$ cat src/rtl/rfm_pkg.sv
// rtl/rfm_pkg.sv - shared FSM encodings and default thresholds for rfm_issue_ctrl
// Defaults here are the fallback parameter values of every block in the slice.
package rfm_pkg;

  localparam int DEF_ADDR_SIZE   = 18;
  localparam int DEF_RAA_IMT     = 8;
  localparam int DEF_RAA_MMT     = 24;
  localparam int DEF_RAA_BITS    = 6;
  localparam int DEF_REF_DEC     = 4;
  localparam int DEF_ACT_GAP     = 4;
  localparam int DEF_NRR_TIMEOUT = 16;
  localparam int DEF_TO_BITS     = 5;

  localparam logic [1:0] S_IDLE     = 2'd0;
  localparam logic [1:0] S_REQ      = 2'd1;
  localparam logic [1:0] S_ISSUE    = 2'd2;
  localparam logic [1:0] S_WAIT_NRR = 2'd3;

endpackage

$ cat src/rtl/rfm_issue_ctrl_if.sv
// rtl/rfm_issue_ctrl_if.sv - scheduler and tracker signal bundle for rfm_issue_ctrl
// slave is the controller side, master is the scheduler/tracker environment.
interface rfm_issue_ctrl_if
  import rfm_pkg::*;
#(
  parameter int ADDR_SIZE = DEF_ADDR_SIZE,
  parameter int RAA_BITS  = DEF_RAA_BITS
);

  logic                 act_in;
  logic [ADDR_SIZE-1:0] act_addr_in;
  logic                 ref_in;
  logic                 rfm_gnt;
  logic                 nrr_cmd;
  logic [ADDR_SIZE-1:0] nrr_addr;
  logic                 act_cmd;
  logic [ADDR_SIZE-1:0] act_addr;
  logic                 rfm_req;
  logic                 rfm_cmd;
  logic                 act_block;
  logic [RAA_BITS-1:0]  raa_cnt;
  logic                 nrr_done;
  logic [ADDR_SIZE-1:0] last_nrr_addr;
  logic                 rfm_err;
  logic                 act_viol;

  modport slave (
    input  act_in, act_addr_in, ref_in, rfm_gnt, nrr_cmd, nrr_addr,
    output act_cmd, act_addr, rfm_req, rfm_cmd, act_block, raa_cnt,
           nrr_done, last_nrr_addr, rfm_err, act_viol
  );

  modport master (
    output act_in, act_addr_in, ref_in, rfm_gnt, nrr_cmd, nrr_addr,
    input  act_cmd, act_addr, rfm_req, rfm_cmd, act_block, raa_cnt,
           nrr_done, last_nrr_addr, rfm_err, act_viol
  );

endinterface

$ cat src/rtl/rfm_raa_counter.sv
// rtl/rfm_raa_counter.sv - saturating RAA counter
// ACT, REF and RFM-completion events can all land in one cycle; the sum is clamped once.
module rfm_raa_counter
  import rfm_pkg::*;
#(
  parameter int RAA_BITS = DEF_RAA_BITS,
  parameter int RAA_IMT  = DEF_RAA_IMT,
  parameter int REF_DEC  = DEF_REF_DEC
) (
  input  logic                clk,
  input  logic                rst,
  input  logic                i_act,
  input  logic                i_ref,
  input  logic                i_dec,
  output logic [RAA_BITS-1:0] o_raa
);

  localparam int W = RAA_BITS + 2;
  localparam logic signed [W-1:0] C_ONE = W'(1);
  localparam logic signed [W-1:0] C_REF = W'(REF_DEC);
  localparam logic signed [W-1:0] C_IMT = W'(RAA_IMT);
  localparam logic signed [W-1:0] C_MAX = W'((1 << RAA_BITS) - 1);

  logic [RAA_BITS-1:0] r_raa;
  logic signed [W-1:0] w_sum;

  always_comb begin
    w_sum = $signed({2'b00, r_raa});
    if (i_act) w_sum = w_sum + C_ONE;
    if (i_ref) w_sum = w_sum - C_REF;
    if (i_dec) w_sum = w_sum - C_IMT;
  end

  always_ff @(posedge clk) begin
    if (rst)                r_raa <= '0;
    else if (w_sum[W-1])    r_raa <= '0;
    else if (w_sum > C_MAX) r_raa <= '1;
    else                    r_raa <= w_sum[RAA_BITS-1:0];
  end

  assign o_raa = r_raa;

endmodule

$ cat src/rtl/rfm_issue_ctrl.sv
// rtl/rfm_issue_ctrl.sv - per-bank RFM initiator between command scheduler and tracker
// Forwards ACTs, tracks RAA, requests/issues RFM and waits for the tracker's NRR response.
module rfm_issue_ctrl
  import rfm_pkg::*;
#(
  parameter int ADDR_SIZE   = DEF_ADDR_SIZE,
  parameter int RAA_IMT     = DEF_RAA_IMT,
  parameter int RAA_MMT     = DEF_RAA_MMT,
  parameter int RAA_BITS    = DEF_RAA_BITS,
  parameter int REF_DEC     = DEF_REF_DEC,
  parameter int ACT_GAP     = DEF_ACT_GAP,
  parameter int NRR_TIMEOUT = DEF_NRR_TIMEOUT,
  parameter int TO_BITS     = DEF_TO_BITS
) (
  input  logic              clk,
  input  logic              rst,
  rfm_issue_ctrl_if.slave   io_rfm
);

  localparam logic [RAA_BITS-1:0] C_IMT     = RAA_BITS'(RAA_IMT);
  localparam logic [RAA_BITS-1:0] C_MMT     = RAA_BITS'(RAA_MMT);
  localparam logic [TO_BITS-1:0]  C_GAP     = TO_BITS'(ACT_GAP);
  localparam logic [TO_BITS-1:0]  C_TO_LAST = TO_BITS'(NRR_TIMEOUT - 1);

  logic [1:0]           r_state;
  logic [TO_BITS-1:0]   r_gap;
  logic [TO_BITS-1:0]   r_to;
  logic                 r_act_cmd;
  logic [ADDR_SIZE-1:0] r_act_addr;
  logic                 r_nrr_done;
  logic [ADDR_SIZE-1:0] r_last_nrr_addr;
  logic                 r_rfm_err;
  logic                 r_act_viol;

  logic [RAA_BITS-1:0]  w_raa;
  logic                 w_act_block;
  logic                 w_rfm_req;
  logic                 w_act_acc;
  logic                 w_gnt_ok;
  logic                 w_nrr_acc;
  logic                 w_timeout;
  logic                 w_close;

  assign w_act_block = (w_raa >= C_MMT) || (r_gap != '0) ||
                       (r_state == S_ISSUE) || (r_state == S_WAIT_NRR);
  assign w_rfm_req   = (r_state == S_REQ) && (r_gap == '0);
  assign w_act_acc   = io_rfm.act_in && !w_act_block;
  // A grant colliding with an ACT loses: the ACT already owns this cycle's slot.
  assign w_gnt_ok    = w_rfm_req && io_rfm.rfm_gnt && !io_rfm.act_in;
  assign w_nrr_acc   = (r_state == S_WAIT_NRR) && io_rfm.nrr_cmd;
  assign w_timeout   = (r_state == S_WAIT_NRR) && !io_rfm.nrr_cmd && (r_to == C_TO_LAST);
  assign w_close     = w_nrr_acc || w_timeout;

  rfm_raa_counter #(
    .RAA_BITS (RAA_BITS),
    .RAA_IMT  (RAA_IMT),
    .REF_DEC  (REF_DEC)
  ) u_raa (
    .clk   (clk),
    .rst   (rst),
    .i_act (w_act_acc),
    .i_ref (io_rfm.ref_in),
    .i_dec (w_close),
    .o_raa (w_raa)
  );

  always_ff @(posedge clk) begin
    if (rst) begin
      r_state         <= S_IDLE;
      r_gap           <= '0;
      r_to            <= '0;
      r_act_cmd       <= 1'b0;
      r_act_addr      <= '0;
      r_nrr_done      <= 1'b0;
      r_last_nrr_addr <= '0;
      r_rfm_err       <= 1'b0;
      r_act_viol      <= 1'b0;
    end else begin
      r_act_cmd  <= w_act_acc;
      r_nrr_done <= w_nrr_acc;
      if (w_act_acc) r_act_addr <= io_rfm.act_addr_in;
      if (io_rfm.act_in && w_act_block) r_act_viol <= 1'b1;

      // The post-RFM gap also masks the tracker's slow release of its nrr_cmd level.
      if (w_act_acc || w_close) r_gap <= C_GAP;
      else if (r_gap != '0)     r_gap <= r_gap - 1'b1;

      case (r_state)
        S_IDLE:  if (w_raa >= C_IMT) r_state <= S_REQ;
        S_REQ:   if (w_gnt_ok) r_state <= S_ISSUE;
        S_ISSUE: begin
          r_state <= S_WAIT_NRR;
          r_to    <= '0;
        end
        S_WAIT_NRR: begin
          if (w_nrr_acc) begin
            r_last_nrr_addr <= io_rfm.nrr_addr;
            r_state         <= S_IDLE;
          end else if (w_timeout) begin
            r_rfm_err <= 1'b1;
            r_state   <= S_IDLE;
          end else begin
            r_to <= r_to + 1'b1;
          end
        end
        default: r_state <= S_IDLE;
      endcase
    end
  end

  assign io_rfm.act_cmd       = r_act_cmd;
  assign io_rfm.act_addr      = r_act_addr;
  assign io_rfm.rfm_req       = w_rfm_req;
  assign io_rfm.rfm_cmd       = (r_state == S_ISSUE);
  assign io_rfm.act_block     = w_act_block;
  assign io_rfm.raa_cnt       = w_raa;
  assign io_rfm.nrr_done      = r_nrr_done;
  assign io_rfm.last_nrr_addr = r_last_nrr_addr;
  assign io_rfm.rfm_err       = r_rfm_err;
  assign io_rfm.act_viol      = r_act_viol;

endmodule

$ cat src/flat_wrapper.sv
// flat-port wrapper written by rule: the top's interface ports become plain ports
module rfm_issue_ctrl_flat import rfm_pkg::*;
#(
  parameter int ADDR_SIZE   = DEF_ADDR_SIZE,
  parameter int RAA_IMT     = DEF_RAA_IMT,
  parameter int RAA_MMT     = DEF_RAA_MMT,
  parameter int RAA_BITS    = DEF_RAA_BITS,
  parameter int REF_DEC     = DEF_REF_DEC,
  parameter int ACT_GAP     = DEF_ACT_GAP,
  parameter int NRR_TIMEOUT = DEF_NRR_TIMEOUT,
  parameter int TO_BITS     = DEF_TO_BITS
)
  (clk, rst, io_rfm_act_in, io_rfm_act_addr_in, io_rfm_ref_in, io_rfm_rfm_gnt, io_rfm_nrr_cmd, io_rfm_nrr_addr, io_rfm_act_cmd, io_rfm_act_addr, io_rfm_rfm_req, io_rfm_rfm_cmd, io_rfm_act_block, io_rfm_raa_cnt, io_rfm_nrr_done, io_rfm_last_nrr_addr, io_rfm_rfm_err, io_rfm_act_viol);
  rfm_issue_ctrl_if #(.ADDR_SIZE(ADDR_SIZE), .RAA_BITS(RAA_BITS)) io_rfm_i ();
  input  logic clk;
  input  logic rst;
  input wire logic [$bits(io_rfm_i.act_in)-1:0] io_rfm_act_in;
  input wire logic [$bits(io_rfm_i.act_addr_in)-1:0] io_rfm_act_addr_in;
  input wire logic [$bits(io_rfm_i.ref_in)-1:0] io_rfm_ref_in;
  input wire logic [$bits(io_rfm_i.rfm_gnt)-1:0] io_rfm_rfm_gnt;
  input wire logic [$bits(io_rfm_i.nrr_cmd)-1:0] io_rfm_nrr_cmd;
  input wire logic [$bits(io_rfm_i.nrr_addr)-1:0] io_rfm_nrr_addr;
  output wire logic [$bits(io_rfm_i.act_cmd)-1:0] io_rfm_act_cmd;
  output wire logic [$bits(io_rfm_i.act_addr)-1:0] io_rfm_act_addr;
  output wire logic [$bits(io_rfm_i.rfm_req)-1:0] io_rfm_rfm_req;
  output wire logic [$bits(io_rfm_i.rfm_cmd)-1:0] io_rfm_rfm_cmd;
  output wire logic [$bits(io_rfm_i.act_block)-1:0] io_rfm_act_block;
  output wire logic [$bits(io_rfm_i.raa_cnt)-1:0] io_rfm_raa_cnt;
  output wire logic [$bits(io_rfm_i.nrr_done)-1:0] io_rfm_nrr_done;
  output wire logic [$bits(io_rfm_i.last_nrr_addr)-1:0] io_rfm_last_nrr_addr;
  output wire logic [$bits(io_rfm_i.rfm_err)-1:0] io_rfm_rfm_err;
  output wire logic [$bits(io_rfm_i.act_viol)-1:0] io_rfm_act_viol;
  assign io_rfm_i.act_in = io_rfm_act_in;
  assign io_rfm_i.act_addr_in = io_rfm_act_addr_in;
  assign io_rfm_i.ref_in = io_rfm_ref_in;
  assign io_rfm_i.rfm_gnt = io_rfm_rfm_gnt;
  assign io_rfm_i.nrr_cmd = io_rfm_nrr_cmd;
  assign io_rfm_i.nrr_addr = io_rfm_nrr_addr;
  assign io_rfm_act_cmd = io_rfm_i.act_cmd;
  assign io_rfm_act_addr = io_rfm_i.act_addr;
  assign io_rfm_rfm_req = io_rfm_i.rfm_req;
  assign io_rfm_rfm_cmd = io_rfm_i.rfm_cmd;
  assign io_rfm_act_block = io_rfm_i.act_block;
  assign io_rfm_raa_cnt = io_rfm_i.raa_cnt;
  assign io_rfm_nrr_done = io_rfm_i.nrr_done;
  assign io_rfm_last_nrr_addr = io_rfm_i.last_nrr_addr;
  assign io_rfm_rfm_err = io_rfm_i.rfm_err;
  assign io_rfm_act_viol = io_rfm_i.act_viol;
  rfm_issue_ctrl #(.ADDR_SIZE(ADDR_SIZE), .RAA_IMT(RAA_IMT), .RAA_MMT(RAA_MMT), .RAA_BITS(RAA_BITS), .REF_DEC(REF_DEC), .ACT_GAP(ACT_GAP), .NRR_TIMEOUT(NRR_TIMEOUT), .TO_BITS(TO_BITS)) u_core (.clk(clk), .rst(rst), .io_rfm(io_rfm_i));
endmodule
$ cat config.mk
export PLATFORM = sky130hd
export DESIGN_NAME = rfm_issue_ctrl_flat
export DESIGN_NICKNAME = d
export VERILOG_FILES = /design/src/rtl/rfm_pkg.sv /design/src/rtl/rfm_issue_ctrl_if.sv /design/src/rtl/rfm_raa_counter.sv /design/src/rtl/rfm_issue_ctrl.sv /design/src/flat_wrapper.sv
export SDC_FILE = /design/constraint.sdc
export NUM_CORES = 1
export LEC_CHECK = 0
export CORE_MARGIN = 5
export CORE_UTILIZATION = 40
export CTS_CLUSTER_DIAMETER = 50
export CTS_CLUSTER_SIZE = 14
export DETAILED_ROUTE_END_ITERATION = 10
export HOLD_SLACK_MARGIN = 0.08
export PLACE_DENSITY = 0.71
export SLEW_MARGIN = 40
export SYNTH_ARGS = -nofsm -noshare
export SYNTH_HDL_FRONTEND = slang
export SYNTH_SLANG_ARGS = --single-unit
$ cat constraint.sdc
create_clock -name clk -period 2.8 [get_ports clk]
set_input_delay 0.56 -clock clk [delete_from_list [all_inputs] [get_ports clk]]
set_output_delay 0.56 -clock clk [all_outputs]
set_load 0.03 [all_outputs]
* Word level (Yosys, flattened, before mapping)
Cells that the tools add are included.
Operators by class: add/subtract/negate cells 5, magnitude comparators 3, equality and inequality tests 9, muxes and demuxes 14, bitwise operators 1, reductions and logical operators 27
Operator list (number):
- 8-bit two-way mux | 3
- 5-bit two-way mux | 2
- 5-bit case mux with 2 select lines | 1
- 3-bit AND reduction | 3
- 8-bit by 7-bit greater-than comparator with 1-bit output (second input constant) | 1
- 1-bit logical AND | 8
- 2-bit two-way mux | 4
- 2-bit case mux with 4 select lines | 1
- 8-bit by 4-bit subtractor with 8-bit output (second input constant) | 1
- 8-bit by 5-bit subtractor with 8-bit output (second input constant) | 1
- 6-bit by 1-bit adder with 7-bit output (second input constant) | 1
- 6-bit by 4-bit >= comparator with 1-bit output (second input constant) | 1
- 6-bit by 5-bit >= comparator with 1-bit output (second input constant) | 1
- 3-bit two-way mux | 2
- 6-bit two-way mux | 1
- 5-bit by 1-bit adder with 5-bit output (second input constant) | 1
- 5-bit by 4-bit == test with 1-bit output (second input constant) | 1
- 5-bit zero test | 1
- 1-bit logical OR | 5
- 5-bit nonzero test | 1
- 5-bit by 1-bit subtractor with 5-bit output (second input constant) | 1
- 2-bit == test (second input constant) | 2
- 2-bit by 1-bit != test with 1-bit output (second input constant) | 2
- 2-bit != test (second input constant) | 2
- other kinds (8) | 12
Word-level totals: bits in registers 58, bits of input ports 42, output and inout port bits 49, word-level logic and storage cells 70

* Logic depth before layout (Yosys ltp)
Gate-level depths: netlist (run 1).
depth after elaboration 13, gate-level depth with buffers 13

* Modules after synthesis
A second synthesis (run 1) with hierarchy kept.
Second synthesis, totals: cell total of the unflattened synthesis 333, area total of the unflattened synthesis 2768.9 um^2
Modules (own cells, without submodules):
- rfm_issue_ctrl | times used 1, cells an instance 260, area an instance 2123.3 um^2
- rfm_raa_counter | times used 1, cells an instance 73, area an instance 645.6 um^2

* Worst setup path before layout (run 1)
Ideal clock, no wire load.
path type reg-to-reg, from reg u_core.r_state[0], to reg u_core.u_raa.r_raa[4], in the netlist u_core.u_raa.o_raa[4], library setup time 95 ps, arrival time 2796 ps, slack -91 ps, stages on the path, launching flop included 13, buffers on the path 0, period minus slack after synthesis 2891 ps, cells stage by stage dfxtp_1 -> inv_1 -> ha_1 -> a2111oi_4 -> nand4_1 -> xor2_1 -> ha_1 -> nand2_1 -> o311ai_2 -> ha_1 -> mux2i_1 -> nor2_1 -> a221oi_1
Between the ends: longest elaborated chain between the ends 12, elaborated cells on any way between the ends 18
RTL lines:
- start, declared | line rfm_issue_ctrl.sv:25 | logic [1:0] r_state;
- start signal, assigned | line rfm_issue_ctrl.sv:69 | r_state <= S_IDLE;
- start signal, assigned | line rfm_issue_ctrl.sv:89 | S_IDLE: if (w_raa >= C_IMT) r_state <= S_REQ;
- start signal, assigned | line rfm_issue_ctrl.sv:90 | S_REQ: if (w_gnt_ok) r_state <= S_ISSUE;
- 2-bit == test (*)
- net io_rfm_rfm_cmd | line flat_wrapper.sv:26 | output wire logic [$bits(io_rfm_i.rfm_cmd)-1:0] io_rfm_rfm_cmd;
- 1-bit logical OR (*) | line rfm_issue_ctrl.sv:44 | assign w_act_block = (w_raa >= C_MMT) || (r_gap != '0) ||
- 1-bit logical OR (*) | line rfm_issue_ctrl.sv:45 | (r_state == S_ISSUE) || (r_state == S_WAIT_NRR);
- 1-bit zero test (*) | line rfm_issue_ctrl.sv:47 | assign w_act_acc = io_rfm.act_in && !w_act_block;
- 1-bit logical AND (*) | line rfm_issue_ctrl.sv:47
- 8-bit two-way mux (*) | line rfm_raa_counter.sv:29 | if (i_act) w_sum = w_sum + C_ONE;
- 8-bit by 4-bit subtractor with 8-bit output | line rfm_raa_counter.sv:30 | if (i_ref) w_sum = w_sum - C_REF;
- 8-bit two-way mux (*) | line rfm_raa_counter.sv:30
- 8-bit by 5-bit subtractor with 8-bit output | line rfm_raa_counter.sv:31 | if (i_dec) w_sum = w_sum - C_IMT;
- 8-bit two-way mux (*) | line rfm_raa_counter.sv:31
- 8-bit by 7-bit greater-than comparator with 1-bit output | line rfm_raa_counter.sv:37 | else if (w_sum > C_MAX) r_raa <= '1;
- 6-bit two-way mux | line rfm_raa_counter.sv:37
- end signal, assigned | line rfm_raa_counter.sv:38 | else r_raa <= w_sum[RAA_BITS-1:0];
- end, declared | line rfm_raa_counter.sv:24 | logic [RAA_BITS-1:0] r_raa;
Mark *: on every way through the listed nets, which the timed path passes. The rest lies on a longest branch. A chain may end at the register's enable or synchronous reset.

* Worst setup path in the final report (run 1)
from reg u_core.r_gap[0], to out io_rfm_act_block
Between the ends: longest elaborated chain between the ends 4
RTL lines:
- start, declared | line rfm_issue_ctrl.sv:26 | logic [TO_BITS-1:0] r_gap;
- start signal, assigned | line rfm_issue_ctrl.sv:86 | else if (r_gap != '0) r_gap <= r_gap - 1'b1;
- 5-bit nonzero test | line rfm_issue_ctrl.sv:44
- 1-bit logical OR (2 in a row) | line rfm_issue_ctrl.sv:44
- 1-bit logical OR | line rfm_issue_ctrl.sv:45
- end, declared | line flat_wrapper.sv:27 | output wire logic [$bits(io_rfm_i.act_block)-1:0] io_rfm_act_block;
Every way passes these cells.

==> results_dict.tcl, run 1 <==
set metrics [dict create \
    slew_violations 0 \
    htreeDepth 3 \
    hold_class "flop to flop" \
    drv_cap 0 \
    yosys-mux-area-fraction_pct 1.31 \
    netlist_area_um2 2580 \
    ant_nets 0 \
    diodes 0 \
    crit_slowest_cell "clkdlybuf4s50_1" \
    synth_area_leaders "dfxtp_1, nand2_1, a21oi_1" \
    ys_seq_area_share_pct 45.1 \
    drive_gt1_share_pct 13.0 \
    cts.sinks 58 \
    synth_enable_flop_cells 0 \
    ys.flop_type "dfxtp_1" \
    synth_fp_nets 361 \
    max_stage_delay_ns 0.59 \
    gr-total-overflow 0 \
    post-place-ws_ns -0.0673 \
    fin_ws_ns 0.170 \
    rsz0062_at_grt "true" \
    synth_top_family_by_area "simple AND/OR/NAND/NOR gates" \
    path_max_fanout 9 \
    dieHeight_um 90.3 \
    crit_required_ns 2.24 \
    place_hpwl_um 4580 \
    clkLatencyLatePin_ns 0.33 \
    area_delta_synth_final_pct 51.4 \
    end_kind "output pin" \
    finalWirelength_um 6580 \
    fill_cells 573 \
    drt_iter0_markers 49 \
    synthCells 307 \
    synth_top_area_share_pct 45.1 \
    synth_cell_types 44 \
    crit_arrival_ns 2.07 \
    rows 29 \
    grt_pass1_wl_um 10900 \
    clock-root-buffer "clkbuf_8" \
    nets 458 \
    ys_warn_count 0 \
    cp_cell_sequence "inv_2 > ha_2 > nor4b_4 > buf_4 > nand2_1 > clkdlybuf4s50_1" \
    startpoint_type "flop" \
    avgSynthCellArea_um2 8.39 \
    finalCritPeriodShare_pct 93.9 \
    min_period_ns 2.63 \
    grt_use_total_pct 16.0 \
    drc 0 \
    first_pass_iters 4 \
    finalPower_mw 3.74 \
    setup_viol 0 \
    path_buf_inv 3 \
    relSlewSlack_pct 56.0 \
    dieArea_um2 8150 \
    peakVddDrop_mv 0.471 \
    skew_ns 0.0110 \
    core_region_area_um2 6310 \
    tritoncts "yes" \
    grt_pass1_vias 2337 \
    numCtsBuffers 9 \
    hold_viol 0 \
    port_buffers 90 \
    critPathKind "flop to output pin" \
    fmax_mhz 380 \
    yosysTopAreaCell "dfxtp_1" \
    regArea_um2 1170 \
    utilization_pct 61.8 \
    start_util_pct 40.8 \
    antenna_found_initial 0 \
    die_x_um 90.3 \
    path_delay_family "buffers and inverters" \
    synthAdderAreaFrac_pct 5.83 \
    ys_async_sr_fraction_pct 0 \
    clock_path_buffers 2 \
    place_congestion 0.830 \
    wire_per_inst_um 13.5 \
    worst_pin_slew_ns 0.660 \
    viasPerCell 4.93 \
    ioPinCount 91 \
    total_leakage_power_nw 1.45 \
    synth.ff_latch_count 58 \
    synth-simple-area-share_pct 25.2 \
    clk_pin_slew_worst_paths_ns 0.06 \
    multi_input_area_um2 1390 \
    synth_xor_area_share_pct 2.72 \
    outcome "finished, final reports clean" \
    p_per_area_nw_per_um2 958 \
    grt_max_degree 51 \
    vias 2398 \
    synth_compound_area_share_pct 15.6 \
]
-- final cells by class --
class / count / share of cell area (%)
Clock buffer: 10 / 3.53
Clock inverter: 6 / 2.31
Inverter: 10 / 0.962
Multi-Input combinational cell: 224 / 35.7
Sequential cell: 58 / 29.9
Tap cell: 77 / 2.47
Timing Repair Buffer: 101 / 25.1
-- worst paths after layout --
check | start | to | slack, ns | depth (start not counted)
max | u_core.r_gap[0]$_SDFFE_PP0P_ | io_rfm_act_block | 0.17 | 6
min | u_core.io_rfm.last_nrr_addr[5]$_SDFFE_PP0P_ | u_core.io_rfm.last_nrr_addr[5]$_SDFFE_PP0P_ | 0.45 | 2
max reg2reg | u_core.r_state[1]$_SDFFE_PP0P_ | u_core.u_raa.o_raa[4]$_SDFF_PP0_ | 0.20 | 11
min reg2reg | u_core.io_rfm.last_nrr_addr[5]$_SDFFE_PP0P_ | u_core.io_rfm.last_nrr_addr[5]$_SDFFE_PP0P_ | 0.45 | 2
-- tightest hold or removal path, cell delays in order, from the launching register on --
cell and delay [ns]:
dfxtp_1 0.31, nand2_1 0.05, a21oi_1 0.05
-- registers in the layout (all words and copies together) (netlist names) --
name / flops
u_core.io_rfm.act_addr: 18
u_core.io_rfm.act_cmd: 1
u_core.io_rfm.act_viol: 1
u_core.io_rfm.last_nrr_addr: 18
u_core.io_rfm.nrr_done: 1
u_core.io_rfm.rfm_err: 1
u_core.r_gap: 5
u_core.r_state: 2
u_core.r_to: 5
u_core.u_raa.o_raa: 6
-- cells by family after synthesis --
kind of cell / count (synthesis)
AND/OR/NAND/NOR: 139
AO/OA/AOI/OAI: 62
flip-flops: 58
buffers and inverters: 25
adder cells (fa/ha/maj): 12
XOR/XNOR: 8
multiplexers: 3
-- routing by layer --
metal	GRT usage, %	up-vias	wire [um]
li1	-	1233	-
met1	18.5	1097	2860
met2	27.3	59	3200
met3	5.33	9	452
met4	5.83	0	63
met5	0	-	0
-- cells in the mapped netlist, types with 2 or more instances --
cell and count:
a211oi_1 3, a21oi_1 43, a221oi_1 5, a31oi_1 2, a41o_1 2, and2_1 3, and3_1 3, and3_2 2
buf_1 2, buf_2 2, clkbuf_1 9, dfxtp_1 58, ha_1 12, inv_1 10, mux2i_1 2, nand2_1 83
nand2b_1 3, nand3_1 4, nand3b_1 3, nand4_1 2, nor2_1 19, nor3_1 6, or3_1 2, xnor2_1 4
xor2_1 4
-- where the power goes --
group | total [mW] | leakage (nW) | internal (mW) | switching (mW)
clock | 0.863 | 0.112 | 0.526 | 0.337
combinational | 1.73 | 0.862 | 0.763 | 0.969
sequential | 1.14 | 0.473 | 0.991 | 0.151
total | 3.74 | 1.45 | 2.28 | 1.46
-- timing repair --
action / CTS / global route
endpoints found under the hold margin: 0 / 0
hold buffers: 0 / 0
gates resized for setup: 1 / 17
setup buffers: 0 / 1
endpoints found under the setup margin: 1 / 5
pin swaps: 0 / 5
-- metrics by stage --
step           hold WS [ns]  cell area, um^2  setup TNS, ns  instances
6_report              0.453             3900              0        486
2_1_floorplan         0.463             2590              0        307
5_1_grt               0.469             3900        -0.0165        486
3_3_place_gp          0.441             3580              0        469
4_1_cts               0.455             3810              0        485
3_5_place_dp          0.445             3580        -0.0673        469
-- layout by cell type (no fill, tap or decap), drive strengths merged, types with 4 or more instances in the layout --
| cell type | count |
|---|---|
| a21oi | 43 |
| a221oi | 5 |
| and3 | 5 |
| buf | 12 |
| clkbuf | 10 |
| clkdlybuf4s50 | 88 |
| dfxtp | 58 |
| ha | 12 |
| inv | 10 |
| nand2 | 83 |
| nand3 | 5 |
| nand3b | 4 |
| nor2 | 19 |
| nor3 | 6 |
| xnor2 | 4 |
| xor2 | 4 |
Power figures use the tool's default switching activity.
==> inputs of run 2 (changes only) <==
--- a/config.mk
+++ b/config.mk
@@ -5,6 +5,7 @@
 export SDC_FILE = /design/constraint.sdc
 export NUM_CORES = 1
 export LEC_CHECK = 0
+export CORE_ASPECT_RATIO = 2
 export CORE_MARGIN = 5
 export CORE_UTILIZATION = 40
 export CTS_CLUSTER_DIAMETER = 50
==> run 2 against run 1 <==
Effect of this change:
- wire length is 8.8% higher
- final cell count rose by 3.3%
- via count is 3.2% higher
- largest cell class unchanged
- largest power group unchanged
- highest routed layer unchanged
==> results_dict.tcl, run 2 (same netlist as run 1, synthesis figures left out) <==
set metrics [dict create \
    first_pass_iters 4 \
    crit_slowest_cell "dfxtp_2" \
    wire_per_inst_um 14.3 \
    dieHeight_um 123 \
    p_per_area_nw_per_um2 991 \
    cts.sinks 58 \
    final_cell_mix "clkdlybuf4s50_1, nand2_1, dfxtp_1" \
    cp_cell_sequence "inv_2 > ha_2 > nor4b_4 > nand4_1 > xor2_2 > ha_2 > nand2_1 > o311ai_2 > ha_1 > mux2i_1 > nor2_1 > a221oi_2" \
    rr_worst_depth 12 \
    worst_pin_slew_ns 0.653 \
    start_util_pct 40.8 \
    skew_ns 0.00515 \
    rows 41 \
    grt_use_total_pct 18.1 \
    startpoint_type "flop" \
    path_buf_inv 1 \
    outcome "finished, final reports clean" \
    vias 2475 \
    clock-root-buffer "clkbuf_16" \
    relSlewSlack_pct 56.3 \
    viasPerCell 4.93 \
    path_max_fanout 4 \
    crit_arrival_ns 2.89 \
    end_kind "flop" \
    finalPower_mw 3.96 \
    core_region_area_um2 6310 \
    diodes 0 \
    placed_cells 483 \
    drt_iter0_markers 100 \
    tritoncts "yes" \
    p_seq_share_pct 29.1 \
    clock_path_buffers 2 \
    dieArea_um2 8240 \
    max_stage_delay_ns 0.33 \
    utilization_pct 63.4 \
    place_congestion 0.878 \
    p_int_mw 2.44 \
    cp_common_cell "ha_2" \
    multi_input_area_um2 1390 \
    gr-total-overflow 0 \
    finalWirelength_um 7160 \
    fill_cells 553 \
    r2r-start "u_core.r_gap[0]$_SDFFE_PP0P_" \
    final_common_cell "clkdlybuf4s50_1" \
    min_period_ns 2.66 \
    slew_violations 0 \
    grt_pass1_vias 2364 \
    comb_power_share_pct 46.4 \
    hold_slack_ns 0.452 \
    hold_end "u_core.io_rfm.act_addr[8]$_SDFFE_PP0N_" \
    area_delta_synth_final_pct 55.2 \
    fmax_mhz 377 \
    hold_depth 2 \
    drive_gt1_share_pct 14.9 \
    dpl_cell_area_um2 3630 \
    grt_pass1_wl_um 11200 \
    drc 0 \
    fin_ws_ns 0.144 \
    crit_required_ns 3.04 \
    finalCritPeriodShare_pct 94.9 \
    design_area_um2 4000 \
    ant_nets 0 \
    place_hpwl_um 5070 \
    port_buffers 90 \
    hp-start "u_core.io_rfm.act_addr[8]$_SDFFE_PP0N_" \
    die_x_um 66.7 \
    swShare_pct 38.4 \
    critPathKind "flop to flop" \
    grt_max_degree 51 \
    total_leakage_power_nw 1.49 \
    clk_pin_slew_worst_paths_ns 0.05 \
    drv_cap 0 \
    nets 465 \
    numCtsBuffers 9 \
    antenna_found_initial 0 \
    stdcell_count 502 \
    setup_viol 0 \
    hold_class "flop to flop" \
    p_clk_share_pct 24.6 \
    htreeDepth 3 \
    path_delay_family "adder cells" \
    ff2ff_setup_slack_ns 0.14 \
    hold_viol 0 \
    timing.rr.end "u_core.u_raa.o_raa[4]$_SDFF_PP0_" \
    power.net_switching_mw 1.52 \
    peakVddDrop_mv 0.482 \
    post-place-ws_ns -0.0244 \
    clkLatencyLatePin_ns 0.32 \
    regArea_um2 1170 \
    fin_setup_tns_ns 0 \
    ioPinCount 91 \
]
[run 2: cell count changes in the layout (fill, tap and decap cells not counted), sizes merged]
| cell | previous run | this run |
|---|---|---|
| buf | 12 | 19 |
| bufinv | 2 | 0 |
| clkbuf | 10 | 13 |
| clkinvlp | 1 | 0 |
[run 2: layer usage]
metal  track usage [%]  wire length [um]  up-vias
met5                 0                 0        -
met4              11.2               261        0
met3              6.09               417       15
met2              30.5              3790       69
met1              18.7              2680     1148
li1                  -                 -     1243
[run 2: final cells by class]
class,count,area share [%]
Inverter,10,0.939
Multi-Input combinational cell,224,34.7
Clock inverter,3,0.376
Clock buffer,13,6.26
Timing Repair Buffer,108,25.8
Tap cell,86,2.69
Sequential cell,58,29.2
[run 2: worst min-delay path: stages, from the launching register on]
cell and delay (ns):
dfxtp_1 0.30, nand2_1 0.05, a21oi_1 0.05
[run 2: power groups by stage]
stage          sequential, mW  combinational (mW)  clock [mW]
3_3_place_gp             1.14                1.69           0
4_1_cts                  1.14                1.75       0.997
3_5_place_dp             1.14                1.72           0
6_report                 1.15                1.84       0.973
5_1_grt                  1.18                2.00        1.03
2_1_floorplan            1.34               0.881           0
[run 2: worst max-delay path by stage]
stage / start / to / slack, ns / cells past startpoint
6_report: u_core.r_gap[0]$_SDFFE_PP0P_ / u_core.u_raa.o_raa[4]$_SDFF_PP0_ / 0.14 / 12
5_1_grt: u_core.r_gap[0]$_SDFFE_PP0P_ / u_core.u_raa.o_raa[4]$_SDFF_PP0_ / -0.01 / 12
4_1_cts: u_core.r_state[0]$_SDFFE_PP0P_ / u_core.u_raa.o_raa[4]$_SDFF_PP0_ / 0.05 / 12
3_5_place_dp: io_rfm_act_in / u_core.u_raa.o_raa[4]$_SDFF_PP0_ / -0.02 / 10
3_3_place_gp: io_rfm_act_in / u_core.u_raa.o_raa[4]$_SDFF_PP0_ / 0.04 / 10
2_1_floorplan: u_core.r_state[0]$_SDFFE_PP0P_ / u_core.u_raa.o_raa[4]$_SDFF_PP0_ / 0.08 / 12
[run 2: what timing repair did]
item	4_1_cts	5_1_grt
endpoints found under the setup margin	2	6
gates cloned	0	0
pin swaps	0	7
setup buffers	0	3
gates resized for setup	2	18
hold buffers	0	0
==> inputs of run 3 (changes only) <==
--- a/config.mk
+++ b/config.mk
@@ -12,6 +12,7 @@
 export CTS_CLUSTER_SIZE = 14
 export DETAILED_ROUTE_END_ITERATION = 10
 export HOLD_SLACK_MARGIN = 0.08
+export MAX_ROUTING_LAYER = met4
 export PLACE_DENSITY = 0.71
 export SLEW_MARGIN = 40
 export SYNTH_ARGS = -nofsm -noshare
==> run 3 against run 2 <==
Effect of this change:
- final cell count is the same
- non-clock buffer count did not move
- worst setup slack gained 0.00081 ns
- wire length shrank 0.34%
- combinational power about the same
- sequential share of layout area unchanged
- fmax hardly changed
- flip-flop and latch count is the same
- die area stayed put
- power about the same
==> results_dict.tcl, run 3 (same netlist as run 1, synthesis figures left out) <==
set metrics [dict create \
    cp_common_cell "ha_2" \
    setup_viol 0 \
    path_buf_inv 1 \
    critPathKind "flop to flop" \
    slew_violations 0 \
    final_cell_mix "clkdlybuf4s50_1, nand2_1, dfxtp_1" \
    finalCritPeriodShare_pct 94.8 \
    max_stage_delay_ns 0.33 \
    fin_setup_tns_ns 0 \
    cts_hold_buf 0 \
    total_leakage_power_nw 1.49 \
    crit_path_start "u_core.r_gap[0]$_SDFFE_PP0P_" \
    end_kind "flop" \
    hold_slack_ns 0.453 \
    path_max_fanout 4 \
    ant_nets 0 \
    clk_pin_slew_worst_paths_ns 0.05 \
    clock_path_buffers 2 \
    outcome "finished, final reports clean" \
    fin_ws_ns 0.145 \
    fill_cells 553 \
    rr_worst_depth 12 \
    cp_cell_sequence "inv_2 > ha_2 > nor4b_4 > nand4_1 > xor2_2 > ha_2 > nand2_1 > o311ai_2 > ha_1 > mux2i_1 > nor2_1 > a221oi_2" \
    skew_ns 0.00522 \
    ioPinCount 91 \
    design_area_um2 4000 \
    peakVddDrop_mv 0.482 \
    dieArea_um2 8240 \
    grt_pass1_wl_um 11200 \
    grt_max_degree 51 \
    startpoint_type "flop" \
    finalWirelength_um 7130 \
    port_buffers 90 \
    drive_gt1_share_pct 14.9 \
    drv_cap 0 \
    crit_slowest_cell "dfxtp_2" \
    place_hpwl_um 5070 \
    dieHeight_um 123 \
    utilization_pct 63.4 \
    place_congestion 0.893 \
    clkLatencyLatePin_ns 0.32 \
    crit_arrival_ns 2.89 \
    area_delta_synth_final_pct 55.2 \
    vias 2490 \
    post-place-ws_ns -0.0244 \
    path_delay_family "adder cells" \
    min_period_ns 2.66 \
    ff2ff_setup_slack_ns 0.14 \
    final_common_cell "clkdlybuf4s50_1" \
    numCtsBuffers 9 \
    antenna_found_initial 0 \
    crit_required_ns 3.04 \
    endpoint "u_core.u_raa.o_raa[4]$_SDFF_PP0_" \
    p_per_area_nw_per_um2 991 \
    gr-total-overflow 0 \
    worst_pin_slew_ns 0.644 \
    stdcell_count 502 \
    tritoncts "yes" \
    start_util_pct 40.8 \
    cts.sinks 58 \
    drc 0 \
    regArea_um2 1170 \
    core_region_area_um2 6310 \
    fmax_mhz 377 \
    htreeDepth 3 \
    die_x_um 66.7 \
    r2r-start "u_core.r_gap[0]$_SDFFE_PP0P_" \
    dpl_cell_area_um2 3630 \
    hold_class "flop to flop" \
    multi_input_area_um2 1390 \
    diodes 0 \
    nets 465 \
    timing.rr.end "u_core.u_raa.o_raa[4]$_SDFF_PP0_" \
    hold_viol 0 \
    clock-root-buffer "clkbuf_16" \
    viasPerCell 4.96 \
    drt_iter0_markers 106 \
    grt_pass1_vias 2369 \
    relSlewSlack_pct 57.0 \
    placed_cells 483 \
    wire_per_inst_um 14.2 \
    grt_use_total_pct 18.6 \
    finalPower_mw 3.96 \
    rows 41 \
    first_pass_iters 4 \
    critical_path_depth 12 \
]
## run 3: how the worst min path moves through the flow
| stage | start | to | slack [ns] | cells past startpoint |
|---|---|---|---|---|
| 2_1_floorplan | u_core.r_gap[4]$_SDFFE_PP0P_ | u_core.r_gap[4]$_SDFFE_PP0P_ | 0.46 | 2 |
| 3_3_place_gp | u_core.io_rfm.last_nrr_addr[13]$_SDFFE_PP0P_ | u_core.io_rfm.last_nrr_addr[13]$_SDFFE_PP0P_ | 0.44 | 2 |
| 3_5_place_dp | u_core.io_rfm.last_nrr_addr[16]$_SDFFE_PP0P_ | u_core.io_rfm.last_nrr_addr[16]$_SDFFE_PP0P_ | 0.45 | 2 |
| 4_1_cts | u_core.io_rfm.act_addr[0]$_SDFFE_PP0N_ | u_core.io_rfm.act_addr[0]$_SDFFE_PP0N_ | 0.46 | 2 |
| 5_1_grt | u_core.io_rfm.act_addr[8]$_SDFFE_PP0N_ | u_core.io_rfm.act_addr[8]$_SDFFE_PP0N_ | 0.47 | 2 |
| 6_report | u_core.io_rfm.last_nrr_addr[8]$_SDFFE_PP0P_ | u_core.io_rfm.last_nrr_addr[8]$_SDFFE_PP0P_ | 0.45 | 2 |
## run 3: tightest hold or removal path, delay by kind of cell (launching register included)
kind               cells  cell delay (ns)
DFF                    1             0.30
and+or+nand+nor        1             0.05
AOI/OAI and AO/OA      1             0.05
## run 3: final cells by class
cell class / count / share of cell area [%]
repair buffers: 108 / 25.8
flip-flops and latches: 58 / 29.2
clock inverters: 3 / 0.376
well taps: 86 / 2.69
multi-input cells: 224 / 34.7
inverters: 10 / 0.939
clock buffers: 13 / 6.26
## run 3: repair_timing
item | in CTS | in global routing
pin swaps | 0 | 7
resized for setup | 2 | 18
setup endpoints to repair | 2 | 6
cloned | 0 | 0
buffers inserted | 0 | 3
## run 3: report_power, final
part	internal (mW)	switching, mW
Combinational	0.833	1.00
Clock	0.617	0.357
Sequential	0.993	0.160
Total	2.44	1.52
## run 3: routing by layer
metal	GRT usage [%]	wire (um)	vias to the layer above
met1	19.7	2770	1163
met5	-	0	-
met2	30.6	3840	68
li1	-	-	1244
met4	11.2	258	0
met3	4.36	258	15
